[src/rtl/bytestream_reg_bridge_if.sv]
// Byte-stream side (rx strobe, tx valid/consume) and 32-bit register req/ack bus of the host command bridge.
// The bridge takes the master modport; the UART/register-file side takes the slave modport.
interface bytestream_reg_bridge_if;
  logic [7:0]  rx_data;
  logic        rx_produce;
  logic [7:0]  tx_data;
  logic        tx_valid;
  logic        tx_consume;
  logic [7:0]  reg_addr;
  logic [31:0] reg_wdata;
  logic        reg_wr;
  logic        reg_rd;
  logic [31:0] reg_rdata;
  logic        reg_ack;

  modport master (
    input  rx_data, rx_produce, tx_consume, reg_rdata, reg_ack,
    output tx_data, tx_valid, reg_addr, reg_wdata, reg_wr, reg_rd
  );

  modport slave (
    output rx_data, rx_produce, tx_consume, reg_rdata, reg_ack,
    input  tx_data, tx_valid, reg_addr, reg_wdata, reg_wr, reg_rd
  );
endinterface

[src/rtl/bytestream_reg_bridge.sv]
// Host command responder: parses 'W'/'R' commands from the rx byte strobe, runs one register access
// on the req/ack bus, and streams the reply bytes out over the tx valid/consume handshake.
module bytestream_reg_bridge #(
  parameter int ACK_TIMEOUT = 1024,
  parameter int RX_TIMEOUT  = 200000
) (
  input  logic clk,
  input  logic reset,
  bytestream_reg_bridge_if.master bus,
  output logic overflow,
  output logic busy
);
  localparam int AW = $clog2(ACK_TIMEOUT + 1);
  localparam int RW = $clog2(RX_TIMEOUT + 1);
  localparam logic [AW-1:0] ACK_LAST = AW'(ACK_TIMEOUT - 1);
  localparam logic [RW-1:0] RX_LAST  = RW'(RX_TIMEOUT - 1);

  typedef enum logic [2:0] {IDLE, ADDR, WDATA, EXEC, REPLY} state_t;

  state_t        state;
  logic          op_wr;
  logic [1:0]    idx;
  logic [1:0]    last;
  logic [AW-1:0] ack_cnt;
  logic [RW-1:0] rx_cnt;
  logic [31:0]   rbuf;

  // Reply bytes are shifted out of rbuf, so the current byte is always the low byte.
  assign bus.tx_data = rbuf[7:0];
  assign busy        = (state != IDLE);

  always_ff @(posedge clk) begin
    if (reset) begin
      state         <= IDLE;
      op_wr         <= 1'b0;
      idx           <= '0;
      last          <= '0;
      ack_cnt       <= '0;
      rx_cnt        <= '0;
      rbuf          <= '0;
      overflow      <= 1'b0;
      bus.tx_valid  <= 1'b0;
      bus.reg_addr  <= '0;
      bus.reg_wdata <= '0;
      bus.reg_wr    <= 1'b0;
      bus.reg_rd    <= 1'b0;
    end else begin
      if (bus.rx_produce && (state == EXEC || state == REPLY))
        overflow <= 1'b1;

      case (state)
        IDLE: begin
          if (bus.rx_produce) begin
            rx_cnt <= '0;
            if (bus.rx_data == 8'h57 || bus.rx_data == 8'h52) begin
              op_wr <= (bus.rx_data == 8'h57);
              state <= ADDR;
            end else begin
              rbuf         <= 32'h0000_003F;
              last         <= 2'd0;
              idx          <= 2'd0;
              bus.tx_valid <= 1'b1;
              state        <= REPLY;
            end
          end
        end

        ADDR, WDATA: begin
          // A byte arriving on the timeout edge still counts; the counter restarts.
          if (bus.rx_produce) begin
            rx_cnt <= '0;
            if (state == ADDR) begin
              bus.reg_addr <= bus.rx_data;
              idx          <= 2'd0;
              if (op_wr) begin
                state <= WDATA;
              end else begin
                bus.reg_rd <= 1'b1;
                ack_cnt    <= '0;
                state      <= EXEC;
              end
            end else begin
              bus.reg_wdata[8*idx +: 8] <= bus.rx_data;
              if (idx == 2'd3) begin
                bus.reg_wr <= 1'b1;
                ack_cnt    <= '0;
                state      <= EXEC;
              end else begin
                idx <= idx + 2'd1;
              end
            end
          end else if (rx_cnt == RX_LAST) begin
            state <= IDLE;
          end else begin
            rx_cnt <= rx_cnt + 1'b1;
          end
        end

        EXEC: begin
          // Ack is checked first so an ack on the timeout edge completes the access.
          if (bus.reg_ack) begin
            bus.reg_wr   <= 1'b0;
            bus.reg_rd   <= 1'b0;
            idx          <= 2'd0;
            bus.tx_valid <= 1'b1;
            state        <= REPLY;
            if (op_wr) begin
              rbuf <= 32'h0000_004B;
              last <= 2'd0;
            end else begin
              rbuf <= bus.reg_rdata;
              last <= 2'd3;
            end
          end else if (ack_cnt == ACK_LAST) begin
            bus.reg_wr   <= 1'b0;
            bus.reg_rd   <= 1'b0;
            rbuf         <= 32'h0000_0045;
            last         <= 2'd0;
            idx          <= 2'd0;
            bus.tx_valid <= 1'b1;
            state        <= REPLY;
          end else begin
            ack_cnt <= ack_cnt + 1'b1;
          end
        end

        REPLY: begin
          if (bus.tx_consume) begin
            if (idx == last) begin
              bus.tx_valid <= 1'b0;
              state        <= IDLE;
            end else begin
              idx  <= idx + 2'd1;
              rbuf <= {8'h00, rbuf[31:8]};
            end
          end
        end

        default: state <= IDLE;
      endcase
    end
  end
endmodule

[src/flat_wrapper.sv]
// flat-port wrapper written by rule: the top's interface ports become plain ports
module bytestream_reg_bridge_flat 
#(
  parameter int ACK_TIMEOUT = 1024,
  parameter int RX_TIMEOUT  = 200000
)
  (clk, reset, overflow, busy, bus_rx_data, bus_rx_produce, bus_tx_consume, bus_reg_rdata, bus_reg_ack, bus_tx_data, bus_tx_valid, bus_reg_addr, bus_reg_wdata, bus_reg_wr, bus_reg_rd);
  bytestream_reg_bridge_if bus_i ();
  input  logic clk;
  input  logic reset;
  output logic overflow;
  output logic busy;
  input wire logic [$bits(bus_i.rx_data)-1:0] bus_rx_data;
  input wire logic [$bits(bus_i.rx_produce)-1:0] bus_rx_produce;
  input wire logic [$bits(bus_i.tx_consume)-1:0] bus_tx_consume;
  input wire logic [$bits(bus_i.reg_rdata)-1:0] bus_reg_rdata;
  input wire logic [$bits(bus_i.reg_ack)-1:0] bus_reg_ack;
  output wire logic [$bits(bus_i.tx_data)-1:0] bus_tx_data;
  output wire logic [$bits(bus_i.tx_valid)-1:0] bus_tx_valid;
  output wire logic [$bits(bus_i.reg_addr)-1:0] bus_reg_addr;
  output wire logic [$bits(bus_i.reg_wdata)-1:0] bus_reg_wdata;
  output wire logic [$bits(bus_i.reg_wr)-1:0] bus_reg_wr;
  output wire logic [$bits(bus_i.reg_rd)-1:0] bus_reg_rd;
  assign bus_i.rx_data = bus_rx_data;
  assign bus_i.rx_produce = bus_rx_produce;
  assign bus_i.tx_consume = bus_tx_consume;
  assign bus_i.reg_rdata = bus_reg_rdata;
  assign bus_i.reg_ack = bus_reg_ack;
  assign bus_tx_data = bus_i.tx_data;
  assign bus_tx_valid = bus_i.tx_valid;
  assign bus_reg_addr = bus_i.reg_addr;
  assign bus_reg_wdata = bus_i.reg_wdata;
  assign bus_reg_wr = bus_i.reg_wr;
  assign bus_reg_rd = bus_i.reg_rd;
  bytestream_reg_bridge #(.ACK_TIMEOUT(ACK_TIMEOUT), .RX_TIMEOUT(RX_TIMEOUT)) u_core (.clk(clk), .reset(reset), .bus(bus_i), .overflow(overflow), .busy(busy));
endmodule
[config.mk]
export PLATFORM = sky130hd
export DESIGN_NAME = bytestream_reg_bridge_flat
export DESIGN_NICKNAME = d
export VERILOG_FILES = /design/src/rtl/bytestream_reg_bridge_if.sv /design/src/rtl/bytestream_reg_bridge.sv /design/src/flat_wrapper.sv
export SDC_FILE = /design/constraint.sdc
export NUM_CORES = 1
export LEC_CHECK = 0
export BUFFER_PORTS_ARGS = -buffer_cell sky130_fd_sc_hd__buf_2
export CELL_PAD_IN_SITES_DETAIL_PLACEMENT = 0
export CELL_PAD_IN_SITES_GLOBAL_PLACEMENT = 1
export CORE_UTILIZATION = 37
export DETAILED_ROUTE_END_ITERATION = 6
export GPL_ROUTABILITY_DRIVEN = 0
export MAX_ROUTING_LAYER = met4
export PLACE_DENSITY = 0.81
export SKIP_CTS_REPAIR_TIMING = 1
export SYNTH_ARGS = -nofsm -noshare
export SYNTH_HDL_FRONTEND = slang
export SYNTH_SLANG_ARGS = --single-unit
[constraint.sdc]
create_clock -name clk -period 1.8 [get_ports clk]
set_input_delay 0.27 -clock clk [delete_from_list [all_inputs] [get_ports clk]]
set_output_delay 0.27 -clock clk [all_outputs]
set_load 0.02 [all_outputs]
Yosys cells after proc, flatten, opt, wreduce, memory -nomap -nowiden

Index checks and enable logic that the tools add are counted.

Order comparisons: 0
$add $sub $neg: 4
Div/mod/pow operators: 0
Reduce and logical (&&, ||, !) cells: 23
Equal/unequal tests: 29
Multiplexer cells: 62
$mul: 0
Shift-type cells: 2
Bitwise operators: 1

Operator list:

| cell                    | number |
|---|---|
| $mux 32                 | 7 |
| $pmux 32 s3             | 1 |
| $mux 11                 | 6 |
| $mux 18                 | 3 |
| $pmux 18 s2             | 1 |
| $neg 5->34              | 1 |
| $shift 8x34->32 const A | 1 |
| $shiftx 8x34->32        | 1 |
| $bwmux 32               | 1 |
| $mux 3                  | 10 |
| $reduce_and 6->1        | 4 |
| $mux 2                  | 11 |
| $pmux 11 s2             | 1 |
| $ne 2x2->1 const B      | 10 |
| $add 18x1->18 const B   | 1 |
| $eq 18x18->1 const B    | 1 |
| $eq 8x7->1 const B      | 2 |
| $mux 1                  | 15 |
| $pmux 3 s4              | 1 |
| $reduce_and 3->1        | 4 |
| $add 11x1->11 const B   | 1 |
| $eq 11x10->1 const B    | 1 |
| $reduce_and 5->1        | 2 |
| $ne 3x3->1 const B      | 3 |
| 24 further kinds        | 32 |

Latch bits: 0
Input bits: 45
Output and inout bits: 53
Memory bits (read-only): 0
RAM bits: 0
Logic and storage cells: 134
Memories kept: 0
Register bits after elaboration: 113

Logic depth before layout (Yosys ltp)

Gate-level depths: netlist (run 1).

Depth after elaboration: 5
Gate-level depth with buffers: 8

Worst setup path after synthesis (run 1)

OpenSTA, ideal clock, no wires.

Kind: reg-to-reg
Start point: reg u_core.ack_cnt[0]
End point: reg u_core.rbuf[14]
Period minus slack after synthesis: 1.865 ns
Stages on the path, launching flop included: 9
Buffers on the path: 3
Setup time: 0.086 ns
Slack: -0.065 ns
Required time: 1.714 ns
Arrival: 1.779 ns
Path through: dfxtp_1 ha_1 and3_1 buf_2 a311oi_4 a211oi_2 buf_2 buf_2 a211oi_1

Word-level cells in the longest chain between the ends: 3

RTL lines:

| item                       | RTL line                     | RTL |
|---|---|---|
| from (decl)                | bytestream_reg_bridge.sv:24  | `logic [AW-1:0] ack_cnt;` |
| from (signal assigned)     | bytestream_reg_bridge.sv:123 | `ack_cnt <= ack_cnt + 1'b1;` |
| $eq 11x10->1               | bytestream_reg_bridge.sv:114 | `end else if (ack_cnt == ACK_LAST) begin` |
| $ne 3x3->1 (no line)       | -                            |  |
| $reduce_and 6->1 (no line) | -                            |  |
| to (signal assigned)       | bytestream_reg_bridge.sv:111 | `rbuf <= bus.reg_rdata;` |
| to (signal assigned)       | bytestream_reg_bridge.sv:134 | `rbuf <= {8'h00, rbuf[31:8]};` |
| to (decl)                  | bytestream_reg_bridge.sv:26  | `logic [31:0] rbuf;` |

No other way between the ends.
A chain may end at the register's enable or synchronous reset.

Final worst setup path (run 1)

Start point: reg u_core.state[0]
End point: reg u_core.rbuf[10]

Word-level cells in the longest chain between the ends: 3
Elaborated cells between the ends (all ways): 11

RTL lines:

| item                                         | RTL line                    | RTL |
|---|---|---|
| from (decl)                                  | bytestream_reg_bridge.sv:20 | `state_t state;` |
| from (signal assigned)                       | bytestream_reg_bridge.sv:34 | `state <= IDLE;` |
| from (signal assigned)                       | bytestream_reg_bridge.sv:57 | `state <= ADDR;` |
| from (signal assigned)                       | bytestream_reg_bridge.sv:63 | `state <= REPLY;` |
| $eq 3x2->1 (tied with other cells)           | bytestream_reg_bridge.sv:51 | `case (state)` |
| $ne 3x3->1 (no line) (tied with other cells) | -                           |  |
| $reduce_and 6->1 (no line)                   | -                           |  |

Several ways; a longest one is shown, not always the timed one.

==> results of run 1 <==
==> worst paths after layout <==
kind	startpoint	end	slack (ps)	cells past startpoint
max	u_core.state[0]	u_core.rbuf[10]	-80	8
min	bus_reg_rdata[28]	u_core.rbuf[28]	160	3
max reg2reg	u_core.state[0]	u_core.rbuf[10]	-80	8
min reg2reg	u_core.bus.reg_wdata[18]	u_core.bus.reg_wdata[18]	450	2
==> routing by layer <==
layer,vias to the layer above,wire (µm),GRT usage [%]
met5,-,0,-
met4,0,213,5.56
met3,20,737,3.62
met2,137,7250,31.7
met1,2534,6970,25.0
li1,2598,-,-
==> metrics by stage <==
stage | setup TNS (ps) | utilization, % | power, mW | hold slack, ps
after floorplan | -258 | - | 5.02 | 406
after global placement | -1820 | 46.0 | 5.75 | 434
after detailed placement | -4190 | 46.0 | 5.82 | 444
after CTS | -5660 | 47.9 | 7.69 | 141
after global routing | -3910 | 51.2 | 8.92 | 158
final | -639 | 51.2 | 8.49 | 162
==> cell type report <==
| class | count | area, µm² |
|---|---|---|
| clock buffers | 12 | 236 |
| clock inverters | 4 | 30.0 |
| fillers | 1293 | 6770 |
| inverters | 11 | 47.5 |
| multi-input cells | 459 | 3050 |
| flip-flops and latches | 112 | 2270 |
| well taps | 180 | 225 |
| repair buffers | 184 | 1260 |
==> state kept, by name, summed over array words and instances (netlist names) <==
| signal | cells |
|---|---|
| u_core.ack_cnt | 11 |
| u_core.rx_cnt | 18 |
| u_core.rbuf | 32 |
| u_core.bus.reg_rd | 1 |
| u_core.bus.reg_wr | 1 |
| u_core.state | 3 |
| u_core.bus.reg_wdata | 32 |
| u_core.bus.reg_addr | 8 |
| u_core.overflow | 1 |
| u_core.op_wr | 1 |
| u_core.bus.tx_valid | 1 |
| u_core.last | 1 |
| u_core.idx | 2 |
==> cells in the final DEF (no fill, tap or decap), types with 7 or more instances in the layout <==
| cell | instances |
|---|---|
| a211oi_1 | 16 |
| a211oi_2 | 10 |
| a21oi_1 | 57 |
| a22oi_1 | 19 |
| a311oi_1 | 12 |
| and3_1 | 8 |
| buf_2 | 96 |
| buf_4 | 74 |
| buf_6 | 7 |
| clkbuf_16 | 11 |
| dfxtp_1 | 99 |
| dfxtp_2 | 10 |
| inv_1 | 9 |
| mux2i_1 | 8 |
| nand2_1 | 71 |
| nand2b_1 | 9 |
| nand2b_4 | 9 |
| nand3_1 | 45 |
| nand4_1 | 7 |
| nor2_1 | 51 |
| nor2_2 | 8 |
| nor3_1 | 8 |
| o21ai_0 | 13 |
==> cells by family (layout without fill, tap and decap cells) <==
| logic type | count (synthesis) | in the layout | share of synthesized area, % |
|---|---|---|---|
| XOR/XNOR | 3 | 3 | 0.498 |
| AO/OA/AOI/OAI | 178 | 178 | 23.4 |
| AND/OR/NAND/NOR | 261 | 261 | 24.4 |
| adder cells (fa/ha/maj) | 8 | 8 | 1.90 |
| buffers and inverters | 64 | 211 | 5.60 |
| flip-flops | 112 | 112 | 42.5 |
| multiplexers | 9 | 9 | 1.73 |
==> worst max-delay path, cell delays in order, from the launching register on <==
cell and delay, ps:
dfxtp_4 390, xnor2_2 200, buf_4 140, a22oi_1 90, a211oi_4 340, buf_6 180
buf_8 170, nor2_1 60, a211oi_1 210
==> power groups by stage <==
stage	Clock [mW]	Combinational (mW)	Sequential, mW
after floorplan	0	1.94	3.08
after global placement	0	2.66	3.09
after detailed placement	0	2.71	3.11
after CTS	1.91	2.73	3.05
after global routing	2.01	3.78	3.13
final	1.86	3.53	3.10
==> metrics.md, run 1 <==
| Metric | Value |
|---|---|
| Drt initial violations | around 380 |
| Core area | 13,900 µm² |
| Unrepaired setup endpoints after global routing | true |
| Port Buffer Count | between 90 and 100 |
| Full die area | between 10,000 and 15,000 µm² |
| Area growth, synth to finish | 34.8% |
| Initial Util | approximately two fifths |
| Slew @ Worst Pin | 610 ps |
| FFs w/ async S/R, synth | 0% |
| Pint | approximately 5.4 mW |
| Max IR drop VDD | roughly 670 µV |
| Post-Layout Cell Count | 962 |
| Pleak | about 2.8 nW |
| Mean post-synth cell area | a little over 8 µm² |
| Most used flip-flop cell after synthesis | dfxtp_1 |
| Clk_lat worst skew | approximately 360 ps |
| Tcrit/Tclk final | 104% |
| Clk sinks | about 110 |
| Largest cells by area after synthesis | dfxtp_1, a21oi_1, nand2_1 |
| Vias | 5,289 |
| Fin area | between 7000 and 8000 µm² |
| Clock Tree Buf Depth | 2 |
| H-tree levels | 3 |
| Synthesized instance count | approximately 640 |
| Ant. Diodes | 0 |
| Final wirelength | 15,200 µm |
| Number of detailed-route iterations in the first pass | 4 |
| Die height | 121 µm |
| YS warnings | 0 |
| Antenna violations before repair | 0 |
| Worst Setup Path Type | register to register |
| Startpoint Class | register |
| Setup WS post-layout | -77.7 ps |
| CP max FO | 13 |
| Die X | between 100 and 150 µm |
| P_sw | about 3.0 mW |
| Most numerous cell in the Yosys netlist | dfxtp_1 |
| TritonCTS clock tree | yes |
| Reg clk slew, reported paths | ~70 ps |
| Place WS | -170 ps |
| Pwr/cell area | ~1200 nW/µm² |
| Cell Area, Synth | roughly 5300 µm² |
| Setup violations, final | 21 |
| Number of failing hold endpoints at the final stage | 0 |
| Largest net degree at the start of global routing | between 70 and 80 |
| Gr usage total | approximately a fifth |
| Sequential-to-total area share from yosys stat | 42.5% |
| Remaining routing DRC violations | 0 |
| Area share of the largest cell type after synthesis | approximately 43% |
| Placement Rows | 43 |
| First-pass GRT wire length | 22,600 µm |
| Required time worst endpoint | about 2100 ps |
| Hold WC Path Type | input pin to register |
| Cells after DPL | 929 |
| Antenna Nets Post-Route | 0 |
| GR Overflow Total | 0 |
| Final net count | 830 |
| Critical Path End Type | register |
| Failing checks | setup timing |
| Slew Limit Fails | 0 |
| Number of CTS-inserted buffers | 9 |
| Combinational power share | 41.6% |
| Post-synth top cells | dfxtp_1, nand2_1, a21oi_1, nor2_1, nand3_1 |
| Yosys cell types | 60 |
| Placed inst area | between 6000 and 7000 µm² |
| Sequential Power Share | a little over a third |
| Max-cap viol count | 0 |
| Share of layout cells above drive strength 1 | a little over a third |
| Area leader, netlist | dfxtp_1 |
| Root buffer cell | clkbuf_16 |
| EDFF count, synth | 0 |
| Switching Share | between 30% and 40% |
| Detail Placement HPWL | between 10,000 and 15,000 µm |
| WL/cell | 15.8 µm |
| DR vias/cell | 5.50 |
| Slew HR | between 50% and 60% |
| Status | finished, violations left |
| Clock Skew | 7.61 ps |
| Max Clk Rate | roughly 530 MHz |
| Tmin final | 1880 ps |
| Arrival @ worst endpoint | around 2200 ps |
| Number of global-route vias before repair | ~4,700 |
| Syn Nets | between 600 and 700 |
| Number of synthesized register bits | approximately 110 |
| Io pins | 98 |
| Clock power share | 21.9% |
Note: power is estimated with default switching activity, not from simulation.
==> run 2, diff against run 1 <==
- REMOVE_ABC_BUFFERS: default -> 1
==> run 2 against run 1 <==
Against the previous run: the flow still finishes with violations (setup timing); flip-flop and latch count is the same; worst setup slack gained 77 ps; register-to-register slack gained 80 ps; non-clock buffer count grew 7; total power grew 2.4%; count of clock-buffer cells in the layout shrank 3; global-route usage grew 1.4 points; clock power grew 20%; first-iteration DRC count shrank 2.7%; combinational power shrank 5%; via count grew 1.7%; critical path depth is the same; critical endpoint is now u_core.rbuf[26].
==> metrics.md, run 2 (synthesis results as in run 1) <==
| Metric | Value |
|---|---|
| DR vias/cell | 5.55 |
| Pwr/cell area | around 1200 nW/µm² |
| Full die area | 14,700 µm² |
| Clk_lat worst skew | around 360 ps |
| Slew @ Worst Pin | around 610 ps |
| Drt initial violations | ~370 |
| Vias | ~5,400 |
| First-pass GRT wire length | between 20,000 and 25,000 µm |
| Final wirelength | approximately 16,000 µm |
| Slowest stage delay, CP | a little under 400 ps |
| WL/cell | 16.1 µm |
| Antenna Nets Post-Route | 0 |
| Max IR drop VDD | roughly 840 µV |
| Unrepaired setup endpoints after global routing | true |
| Place WS | -167 ps |
| Total power | approximately 8.7 mW |
| CP max FO | 7 |
| Initial Util | a little under two fifths |
| Reg-to-reg endpoint | u_core.rbuf[26] |
| Reg clk slew, reported paths | 80 ps |
| Tcrit/Tclk final | 100% |
| Clock Skew | between 7 and 8 ps |
| Tmin final | around 1800 ps |
| WHS Endpoint | u_core.rbuf[30] |
| Number of detailed-route iterations in the first pass | 5 |
| Required time worst endpoint | approximately 2100 ps |
| Number of CTS-inserted buffers | 9 |
| Number of failing hold endpoints at the final stage | 0 |
| Setup TNS | -0.635 ps |
| Largest net degree at the start of global routing | between 50 and 60 |
| Setup violations, final | 1 |
| Gr usage total | around a fifth |
| Hold WC Path Type | input pin to register |
| CP bufs+invs | 2 |
| GR Overflow Total | 0 |
| Number of global-route vias before repair | 4,987 |
| Die X | between 100 and 150 µm |
| Clk sinks | roughly 110 |
| Failing checks | setup timing |
| Status | finished, violations left |
| Startpoint Class | register |
| Critical path cell sequence | ha_4 > and3_4 > a311oi_4 > a211oi_4 > buf_6 > clkbuf_16 > nand2b_4 > a21oi_2 |
| Worst Setup Path Type | register to register |
| Placed inst area | ~6400 µm² |
| Crit. Startpoint | u_core.ack_cnt[0] |
| Worst path top cell family by delay | compound AO/OA/AOI/OAI gates |
| Antenna violations before repair | 0 |
| Ant. Diodes | 0 |
| Most common cell after layout, fill and taps aside | dfxtp_1 |
| Hold Crit Depth | 3 |
| Arrival @ worst endpoint | ~2100 ps |
| Max-cap viol count | 0 |
| R2R cell count | 8 |
| Fin area | approximately 7000 µm² |
| Flop2flop setup slack | -0.6 ps |
| Port Buffer Count | 97 |
| Io pins | just under 100 |
| Critical Path End Type | register |
| Share of layout cells above drive strength 1 | ~37% |
| Area growth, synth to finish | 36.5% |
| Placement Rows | 43 |
| Die height | roughly 120 µm |
| Final net count | 837 |
| Clock Tree Buf Depth | 2 |
| Hold Startpoint | bus_reg_rdata[30] |
| Slew HR | 59.4% |
| Remaining routing DRC violations | 0 |
| Pleak | between 2 and 3 nW |
| Beginning of the worst register-to-register path | u_core.ack_cnt[0] |
| Max Clk Rate | roughly 560 MHz |
| TritonCTS clock tree | yes |
| H-tree levels | 3 |
| Biggest regs | u_core.bus.reg_wdata x32, u_core.rbuf x32, u_core.rx_cnt x18 |
| Slew Limit Fails | 0 |
| Root buffer cell | clkbuf_16 |
| Setup WS post-layout | -0.635 ps |
| Core area | about 14,000 µm² |
| CP max-delay cell | a311oi_4 |
| Detail Placement HPWL | 10,700 µm |
| Most frequent cells in the layout | dfxtp_1, buf_2, buf_4, nand2_1 |
[run 2: changes by cell type in the layout (fill, tap and decap cells not counted), moves of 3 or more]
cell and delta:
a211oi_1 -8, clkbuf_1 -3, nor2_2 -5, nor2_1 +4, buf_6 -5, buf_4 +15, a211oi_2 +9
[run 2: cell type report]
class / instances / area, µm²
fillers: 1330 / 6680
multi-input cells: 459 / 3070
flip-flops and latches: 112 / 2270
repair buffers: 191 / 1270
clock buffers: 9 / 225
well taps: 180 / 225
clock inverters: 7 / 104
inverters: 11 / 41.3
[run 2: metal layers]
layer,vias to the layer above,global-route usage (%),part of all wire (%)
li1,2608,-,-
met4,0,7.56,1.9
met3,22,5.22,5.8
met1,2573,25.4,45
met2,174,33.7,47
met5,-,-,0
[run 2: how the worst max path moves through the flow]
stage,slack (ps),cells past startpoint,end
floorplan,-1290,6,u_core.rbuf[0]
CTS,-160,7,u_core.rx_cnt[14]
global placement,-100,7,u_core.idx[1]
detailed placement,-170,7,u_core.idx[1]
global route,-70,7,u_core.rbuf[3]
finish,-0.6,8,u_core.rbuf[26]
[run 2: worst min-delay path: cells and delay by family]
| family | cells | cell delay (ps) |
|---|---|---|
| compound gates | 1 | 50 |
| buf+inv | 1 | 100 |
| simple gates | 1 | 50 |
[run 2: power breakdown]
part | switching, mW | internal (mW)
registers | 0.260 | 2.83
clock network | 0.988 | 1.24
logic | 1.86 | 1.52
[run 2: metrics by stage]
stage / hold slack (ps) / util (%) / cells
floorplan: 339 / - / 582
global placement: 436 / 46.4 / 948
detailed placement: 440 / 46.4 / 948
CTS: 134 / 48.7 / 964
global route: 163 / 51.9 / 969
finish: 149 / 51.9 / 969
